$ cat src/rtl/leader_frame_builder_pkg.sv
// Shared widths and sequencer state encoding for the leader frame builder.
package leader_frame_builder_pkg;
  localparam int SYM_W  = 2;
  localparam int T_W    = 5;
  localparam int WORD_W = 32;

  typedef enum logic [1:0] {
    S_IDLE  = 2'd0,
    S_RUN   = 2'd1,
    S_DRAIN = 2'd2
  } state_e;
endpackage

$ cat src/rtl/leader_word_fifo.sv
// Two-entry word FIFO; the head lives in its own register so data_out is registered.
module leader_word_fifo
  import leader_frame_builder_pkg::*;
(
  input  logic              clk,
  input  logic              rst_n,
  input  logic              push,
  input  logic [WORD_W-1:0] push_data,
  input  logic              pop_ready,
  output logic [WORD_W-1:0] data_out,
  output logic              full,
  output logic              empty,
  output logic [1:0]        count
);
  logic [WORD_W-1:0] head_q;
  logic [WORD_W-1:0] tail_q;
  logic [1:0]        count_q;
  logic              do_pop;
  logic              do_push;

  assign empty    = (count_q == 2'd0);
  assign full     = (count_q == 2'd2);
  assign count    = count_q;
  assign data_out = head_q;
  assign do_pop   = !empty && pop_ready;
  // A full FIFO still accepts a push on the edge it pops.
  assign do_push  = push && (!full || do_pop);

  always_ff @(posedge clk or negedge rst_n) begin
    if (!rst_n) begin
      head_q  <= '0;
      tail_q  <= '0;
      count_q <= 2'd0;
    end else begin
      case ({do_push, do_pop})
        2'b10: begin
          if (count_q == 2'd0) head_q <= push_data;
          else                 tail_q <= push_data;
          count_q <= count_q + 2'd1;
        end
        2'b01: begin
          head_q  <= tail_q;
          count_q <= count_q - 2'd1;
        end
        2'b11: begin
          if (count_q == 2'd2) begin
            head_q <= tail_q;
            tail_q <= push_data;
          end else begin
            head_q <= push_data;
          end
        end
        default: ;
      endcase
    end
  end
endmodule

$ cat src/rtl/leader_frame_builder.sv
// Sweeps t over one frame, packs the returned leader symbols into words and
// streams them out through a small FIFO with backpressure.
module leader_frame_builder
  import leader_frame_builder_pkg::*;
#(
  parameter int NUM_SYMS      = 32,
  parameter int SYMS_PER_WORD = 16
) (
  input  logic              clk,
  input  logic              rst_n,
  input  logic              start,
  output logic [T_W-1:0]    t_out,
  input  logic [SYM_W-1:0]  l_in,
  output logic [WORD_W-1:0] word_data,
  output logic              word_valid,
  input  logic              word_ready,
  output logic              busy,
  output logic              done
);
  if (SYMS_PER_WORD != 16 || NUM_SYMS < 1 || NUM_SYMS > 32) begin : g_bad_param
    $error("leader_frame_builder: illegal NUM_SYMS or SYMS_PER_WORD");
  end

  localparam logic [T_W-1:0] LAST_T = T_W'(NUM_SYMS - 1);

  state_e            state_q;
  logic [WORD_W-1:0] pack_q;
  logic [3:0]        slot;
  logic [WORD_W-1:0] sym_word;
  logic [WORD_W-1:0] push_data;
  logic              word_end;
  logic              stall;
  logic              push;
  logic              pop;
  logic              fifo_full;
  logic              fifo_empty;
  logic [1:0]        fifo_count;

  assign slot       = t_out[3:0];
  assign sym_word   = WORD_W'(l_in) << {slot, 1'b0};
  assign push_data  = pack_q | sym_word;
  assign word_end   = (slot == 4'd15) || (t_out == LAST_T);
  assign word_valid = !fifo_empty;
  assign pop        = word_valid && word_ready;
  assign stall      = word_end && fifo_full && !pop;
  assign push       = (state_q == S_RUN) && word_end && !stall;
  assign busy       = (state_q != S_IDLE);
  // Asserted during the cycle the last word is accepted, so it lines up with the handshake.
  assign done       = (state_q == S_DRAIN) && pop && (fifo_count == 2'd1);

  always_ff @(posedge clk or negedge rst_n) begin
    if (!rst_n) begin
      state_q <= S_IDLE;
      t_out   <= '0;
      pack_q  <= '0;
    end else begin
      case (state_q)
        S_IDLE: begin
          if (start) begin
            state_q <= S_RUN;
            t_out   <= '0;
            pack_q  <= '0;
          end
        end
        S_RUN: begin
          if (!stall) begin
            pack_q <= word_end ? '0 : push_data;
            if (t_out == LAST_T) state_q <= S_DRAIN;
            else                 t_out   <= t_out + T_W'(1);
          end
        end
        S_DRAIN: begin
          if (pop && fifo_count == 2'd1) begin
            state_q <= S_IDLE;
            t_out   <= '0;
          end
        end
        default: state_q <= S_IDLE;
      endcase
    end
  end

  leader_word_fifo u_fifo (
    .clk       (clk),
    .rst_n     (rst_n),
    .push      (push),
    .push_data (push_data),
    .pop_ready (word_ready),
    .data_out  (word_data),
    .full      (fifo_full),
    .empty     (fifo_empty),
    .count     (fifo_count)
  );
endmodule

$ cat config.mk
export PLATFORM = sky130hd
export DESIGN_NAME = leader_frame_builder
export DESIGN_NICKNAME = d
export VERILOG_FILES = /design/src/rtl/leader_frame_builder_pkg.sv /design/src/rtl/leader_word_fifo.sv /design/src/rtl/leader_frame_builder.sv
export SDC_FILE = /design/constraint.sdc
export NUM_CORES = 1
export LEC_CHECK = 0
export CORE_ASPECT_RATIO = 1.2
export CORE_MARGIN = 2
export CORE_UTILIZATION = 40
export CTS_CLUSTER_SIZE = 20
export DETAILED_ROUTE_END_ITERATION = 10
export GPL_TIMING_DRIVEN = 0
export PLACE_DENSITY = 0.68
export SYNTH_ARGS = -nofsm -noshare
export SYNTH_HDL_FRONTEND = slang
export SYNTH_SLANG_ARGS = --single-unit
$ cat constraint.sdc
create_clock -name clk -period 5.9 [get_ports clk]
set_input_delay 0.885 -clock clk [delete_from_list [all_inputs] [get_ports clk]]
set_output_delay 0.885 -clock clk [all_outputs]
set_load 0.1 [all_outputs]
==> results.yml, run 1 <==
synth:
  synth_top_area_share_pct: 56.9
  synth_top_family_by_area: "compound AO/OA/AOI/OAI gates"
  yosys.area_share.simple_pct: 10.6
  avgSynthCellArea_um2: 10.5
  yosysWarningCount: 0
  synth_compound_area_share_pct: 25.4
  synth_xor_area_share_pct: 0.379
  yosys.area_share.adder_pct: 1.35
  synth_nets: 449
  synth_top_cell_by_area: "dfrtp_1"
  ys_ff_latch: 105
  synth_area_um2: 4620
  synth_cell_type_count: 42
  ys_seq_area_share_pct: 56.9
  ys_top_cells_by_area: "dfrtp_1, o2bb2ai_1, a21oi_1"
  syn_inst: 438
  synth.area.mux_share_pct: 0.650
sta:
  worst_pin_slew_ns: 0.979
  setup_tns_ns: 0
  setup_viol: 0
  max-slew-margin-rel_pct: 34.6
  fmax_mhz: 263
  slew_violations: 0
  skew_ns: 0.00394
  fin_crit_ns: 3.80
  whs_ns: 0.476
  fin_ws_ns: 2.10
  rsz0062_at_grt: "false"
  finalCritPeriodShare_pct: 64.4
  hold_viol_final: 0
detailed_routing:
  wl_per_cell_um: 16.6
  drc: 0
  drt_iter0_drc: 271
  num_vias: 3581
  via_per_inst: 5.45
  firstDrtPassIters: 5
  drt-total-wl_mm: 10.9
  antenna_left: 0
clocking:
  clockBufferDepth: 2
  clkSinkCount: 105
  cts.hold.buffers_added: 0
  cts_tree: "done"
  clkTransAtPathRegs_ns: 0.07
  post_cts_buffers: 0
  ctsRootBufferMaster: "clkbuf_16"
  h-tree-depth: 3
  cts_buffers: 9
  worstSkewPairLatency_ns: 0.35
  ctsResizeCount: 0
placement:
  hpwl_mm: 7.66
  gp_congestion: 0.835
  place_ws_ns: 2.10
  port_buffers: 45
floorplanning:
  die_area_um2: 12400
  io_pins: 46
  rows: 43
  initial_core_util_pct: 40.5
  die_w_um: 102
  dieHeight_um: 122
  core_um2: 11400
setup_path:
  rrSetupSlack_ns: 2.98
  cp_max_fo: 3
  critPathLaunchType: "primary input"
  reg2regPathDepth: 7
  worstPathArrival_ns: 2.92
  crit_type: "primary input to output port"
  reg2reg_from: "t_out[2]"
  r2r-end: "u_fifo.tail_q[18]"
  required_ns: 5.02
  end_kind: "output port"
global_routing:
  grt_overflow: 0
  grt_pass1_wl_mm: 18.0
  grt_usage_pct: 18.6
  antenna_found_initial: 0
  grt_max_degree: 54
  grt_pass1_vias: 3563
layout:
  fillers: 1048
  mostFrequentLayoutCell: "dfrtp_1"
  final_cell_mix: "dfrtp_1, a21oi_1, o2bb2ai_1, clkdlybuf4s50_1, nand2_1"
  nets: 506
  area_growth_pct: 22.0
  diodes: 0
  drive_gt1_share_pct: 8.40
worst_hold_path:
  hp-start: "u_fifo.data_out[25]"
  hold_path.class: "register to register"
  holdPathStages: 2
  holdPathEnd: "u_fifo.data_out[25]"
flow_run:
  cap_violations: 0
run_status:
  status: "finished, final reports clean"
[how the worst max path moves through the flow]
stage	startpoint	to	slack, ns	cells after the start
floorplan	word_ready	done	1.79	2
global placement	rst_n	u_fifo.data_out[16]	0.09	1
detailed placement	word_ready	done	2.10	4
CTS	word_ready	done	2.09	4
global route	word_ready	done	1.99	4
finish	word_ready	done	2.10	4
[layout make-up]
cell class / instances / area, um^2 / area share [%]
Clock inverter: 5 / 103 / 1.82
Tap cell: 157 / 196 / 3.49
Inverter: 5 / 18.8 / 0.333
Sequential cell: 105 / 2630 / 46.6
Timing Repair Buffer: 46 / 475 / 8.44
Buffer: 37 / 200 / 3.55
Multi-Input combinational cell: 291 / 1770 / 31.4
Clock buffer: 11 / 243 / 4.31
[flip-flops by register name, summed over array words and instances, names as in the netlist]
signal           cells
u_fifo.count         2
pack_q              32
u_fifo.tail_q       32
state_q              2
t_out                5
u_fifo.data_out     32
[metrics by stage]
step	util (%)	instance area, um^2	instances
finish	49.4	5640	657
global route	49.4	5640	657
CTS	49.4	5640	657
detailed placement	46.4	5290	641
global placement	46.2	5270	640
floorplan	-	4620	438
[cell families (layout without fill, tap and decap cells)]
logic type	Yosys count	after routing
adder cells (fa/ha/maj)	5	5
XOR/XNOR	2	2
multiplexers	3	3
AO/OA/AOI/OAI	177	177
flip-flops	105	105
AND/OR/NAND/NOR	104	104
buffers and inverters	42	104
[critical path, stage by stage]
cell	delay (ns)
clkdlybuf4s50_1	0.51
nand3b_1	0.14
nor3b_1	0.21
clkdlybuf4s50_1	1.16
[Yosys cell counts]
master,count
o21ai_1,7
nand2b_1,3
o21bai_1,1
nor3_1,2
a31oi_2,1
o211ai_1,1
nor2_2,1
mux2i_1,3
o21a_1,1
o2bb2ai_1,66
nor4_4,1
buf_6,6
o31a_1,1
a32o_1,1
or3b_4,1
dfrtp_1,105
clkbuf_2,1
o21ai_0,26
a311oi_1,1
xnor2_1,1
ha_1,5
nand2_1,40
clkbuf_1,13
a31oi_1,1
inv_1,5
xor2_1,1
o22ai_1,2
buf_1,5
a21oi_1,66
and3b_1,3
or2_2,1
nor2b_1,3
and2_1,3
nor3b_1,4
and3_1,2
a211oi_1,1
nor2_1,35
nand3b_1,1
nand4_1,1
nand3_1,3
buf_2,12
a31o_2,1
[layer usage]
metal	track usage (%)	vias up	wire, um
met5	0	-	0
met4	7.25	0	200
met3	2.07	16	348
met2	30.2	89	5400
met1	25.4	1786	4960
li1	-	1690	-
Power of run 1 is left out: the tool's default activity adds up to more than one toggle a clock period on the data nets, which glitch-free logic cannot reach.
==> run 2: changes to the inputs <==
--- a/config.mk
+++ b/config.mk
@@ -11,7 +11,7 @@
 export CTS_CLUSTER_SIZE = 20
 export DETAILED_ROUTE_END_ITERATION = 10
 export GPL_TIMING_DRIVEN = 0
-export PLACE_DENSITY = 0.68
+export PLACE_DENSITY = 0.71
 export SYNTH_ARGS = -nofsm -noshare
 export SYNTH_HDL_FRONTEND = slang
 export SYNTH_SLANG_ARGS = --single-unit
==> constraint.sdc (replaced) <==
create_clock -name clk -period 3.1 [get_ports clk]
set_input_delay 0.465 -clock clk [delete_from_list [all_inputs] [get_ports clk]]
set_output_delay 0.465 -clock clk [all_outputs]
set_load 0.1 [all_outputs]
==> run 2 against run 1 <==
Net effect: global-route usage fell by 0.059 points; design area fell by 1.2%; worst hold slack lost 0.41 ns; sequential share of layout area grew 0.57 points; worst setup slack got worse by 1.9 ns; critical endpoint unchanged; die area did not move; wire length down 2.3%; critical path depth increased by 1; clock skew increased by 0.0027 ns; via count unchanged; non-clock buffer count unchanged; register-to-register slack got worse by 2.7 ns.
==> results.yml, run 2 (synthesized netlist as in run 1, its figures left out) <==
global_routing:
  grt_use_met2_pct: 29.8
  grt_pass1_vias: 3608
  grt_overflow: 0
  grt_pass1_wl_mm: 17.8
  gr-usage-met3_pct: 3.04
  antenna_found_initial: 0
  grt_max_degree: 73
  top_usage_layer: "met2"
  met1_usage_pct: 24.5
  grt_usage_pct: 18.5
detailed_routing:
  firstDrtPassIters: 4
  via_per_inst: 5.45
  drt-total-wl_mm: 10.7
  drc: 0
  wl_per_cell_um: 16.2
  drt_iter0_drc: 182
  num_vias: 3581
  antenna_left: 0
setup_path:
  slowest_delay_ns: 0.87
  critPathLaunchType: "register"
  cp_slowest_cell: "dlygate4sd2_1"
  worstPathArrival_ns: 2.43
  end_kind: "output port"
  path_cells: "inv_1 > ha_1 > nand3b_1 > nor3b_2 > dlygate4sd2_1"
  cp_max_fo: 5
  crit_type: "register to output port"
  required_ns: 2.63
clocking:
  ctsRootBufferMaster: "clkbuf_16"
  cts_tree: "done"
  h-tree-depth: 3
  worstSkewPairLatency_ns: 0.34
  ctsResizeCount: 1
  clkTransAtPathRegs_ns: 0.07
  clockBufferDepth: 2
  cts_buffers: 9
  post_cts_buffers: 0
  clkSinkCount: 105
  cts.hold.buffers_added: 0
placement:
  gp_congestion: 0.830
  hpwl_mm: 7.61
  port_buffers: 45
  placed_cells_incl_taps: 641
floorplanning:
  io_pins: 46
  rows: 43
  core_um2: 11400
  initial_core_util_pct: 40.5
  die_w_um: 102
  dieHeight_um: 122
  die_area_um2: 12400
layout:
  mostFrequentLayoutCell: "dfrtp_1"
  regArea_um2: 2630
  final_util_pct: 48.8
  fin_cells: 657
  nets: 506
  fillers: 1071
  multi_input_area_um2: 1780
  area_growth_pct: 20.6
  final_cell_mix: "dfrtp_1, a21oi_1, o2bb2ai_1, clkdlybuf4s50_1, nand2_1"
  drive_gt1_share_pct: 8.60
  diodes: 0
worst_hold_path:
  hold_path.class: "primary input to async pin"
sta:
  worst_pin_slew_ns: 0.971
  rsz0062_at_grt: "false"
  max-slew-margin-rel_pct: 35.0
  setup_viol: 0
  fmax_mhz: 346
  finalCritPeriodShare_pct: 93.3
  fin_crit_ns: 2.89
  hold_viol_final: 0
  slew_violations: 0
  skew_ns: 0.00661
run_status:
  status: "finished, final reports clean"
flow_run:
  cap_violations: 0
-- run 2: worst max-delay path, delay by kind of cell (launching register included) --
family | cells | cell delay, ns
buffers and inverters | 2 | 0.96
adders and majority gates | 1 | 0.25
and+or+nand+nor | 2 | 0.45
DFF | 1 | 0.42
-- run 2: final timing paths --
path,start,endpoint,slack (ns),cells past startpoint
setup / recovery,u_fifo.count[1],done,0.21,5
min in group clk,u_fifo.data_out[8],u_fifo.data_out[8],0.48,2
hold reg to reg,u_fifo.data_out[8],u_fifo.data_out[8],0.48,2
hold / removal,rst_n,u_fifo.count[1],0.07,1
max in group asynchronous,rst_n,u_fifo.data_out[23],2.32,2
setup reg to reg,t_out[3],u_fifo.tail_q[15],0.30,7
-- run 2: metal layers --
| metal | wire length (um) | vias to the layer above |
|---|---|---|
| met5 | 0 | - |
| met4 | 257 | 0 |
| met3 | 385 | 24 |
| met2 | 5370 | 95 |
| met1 | 4650 | 1763 |
| li1 | - | 1699 |
-- run 2: cell type report --
cell class / instances / area share, %
inverters: 5 / 0.337
clock inverters: 5 / 0.562
multi-input cells: 291 / 31.9
well taps: 157 / 3.53
clock buffers: 11 / 4.36
repair buffers: 46 / 8.52
flip-flops and latches: 105 / 47.2
plain buffers: 37 / 3.60
-- run 2: through the flow --
stage / instance area (um^2) / hold WS, ns / worst slack [ns] / TNS [ns]
3_3_place_gp: 5270 / 0.465 / -2.29 / -239.90
4_1_cts: 5570 / 0.0799 / 0.190 / 0
2_1_floorplan: 4620 / 0.169 / 0.229 / 0
3_5_place_dp: 5300 / 0.448 / 0.146 / 0
6_report: 5570 / 0.0666 / 0.209 / 0
5_1_grt: 5570 / 0.0945 / 0.0902 / 0
Power of run 2 is left out for the same reason.
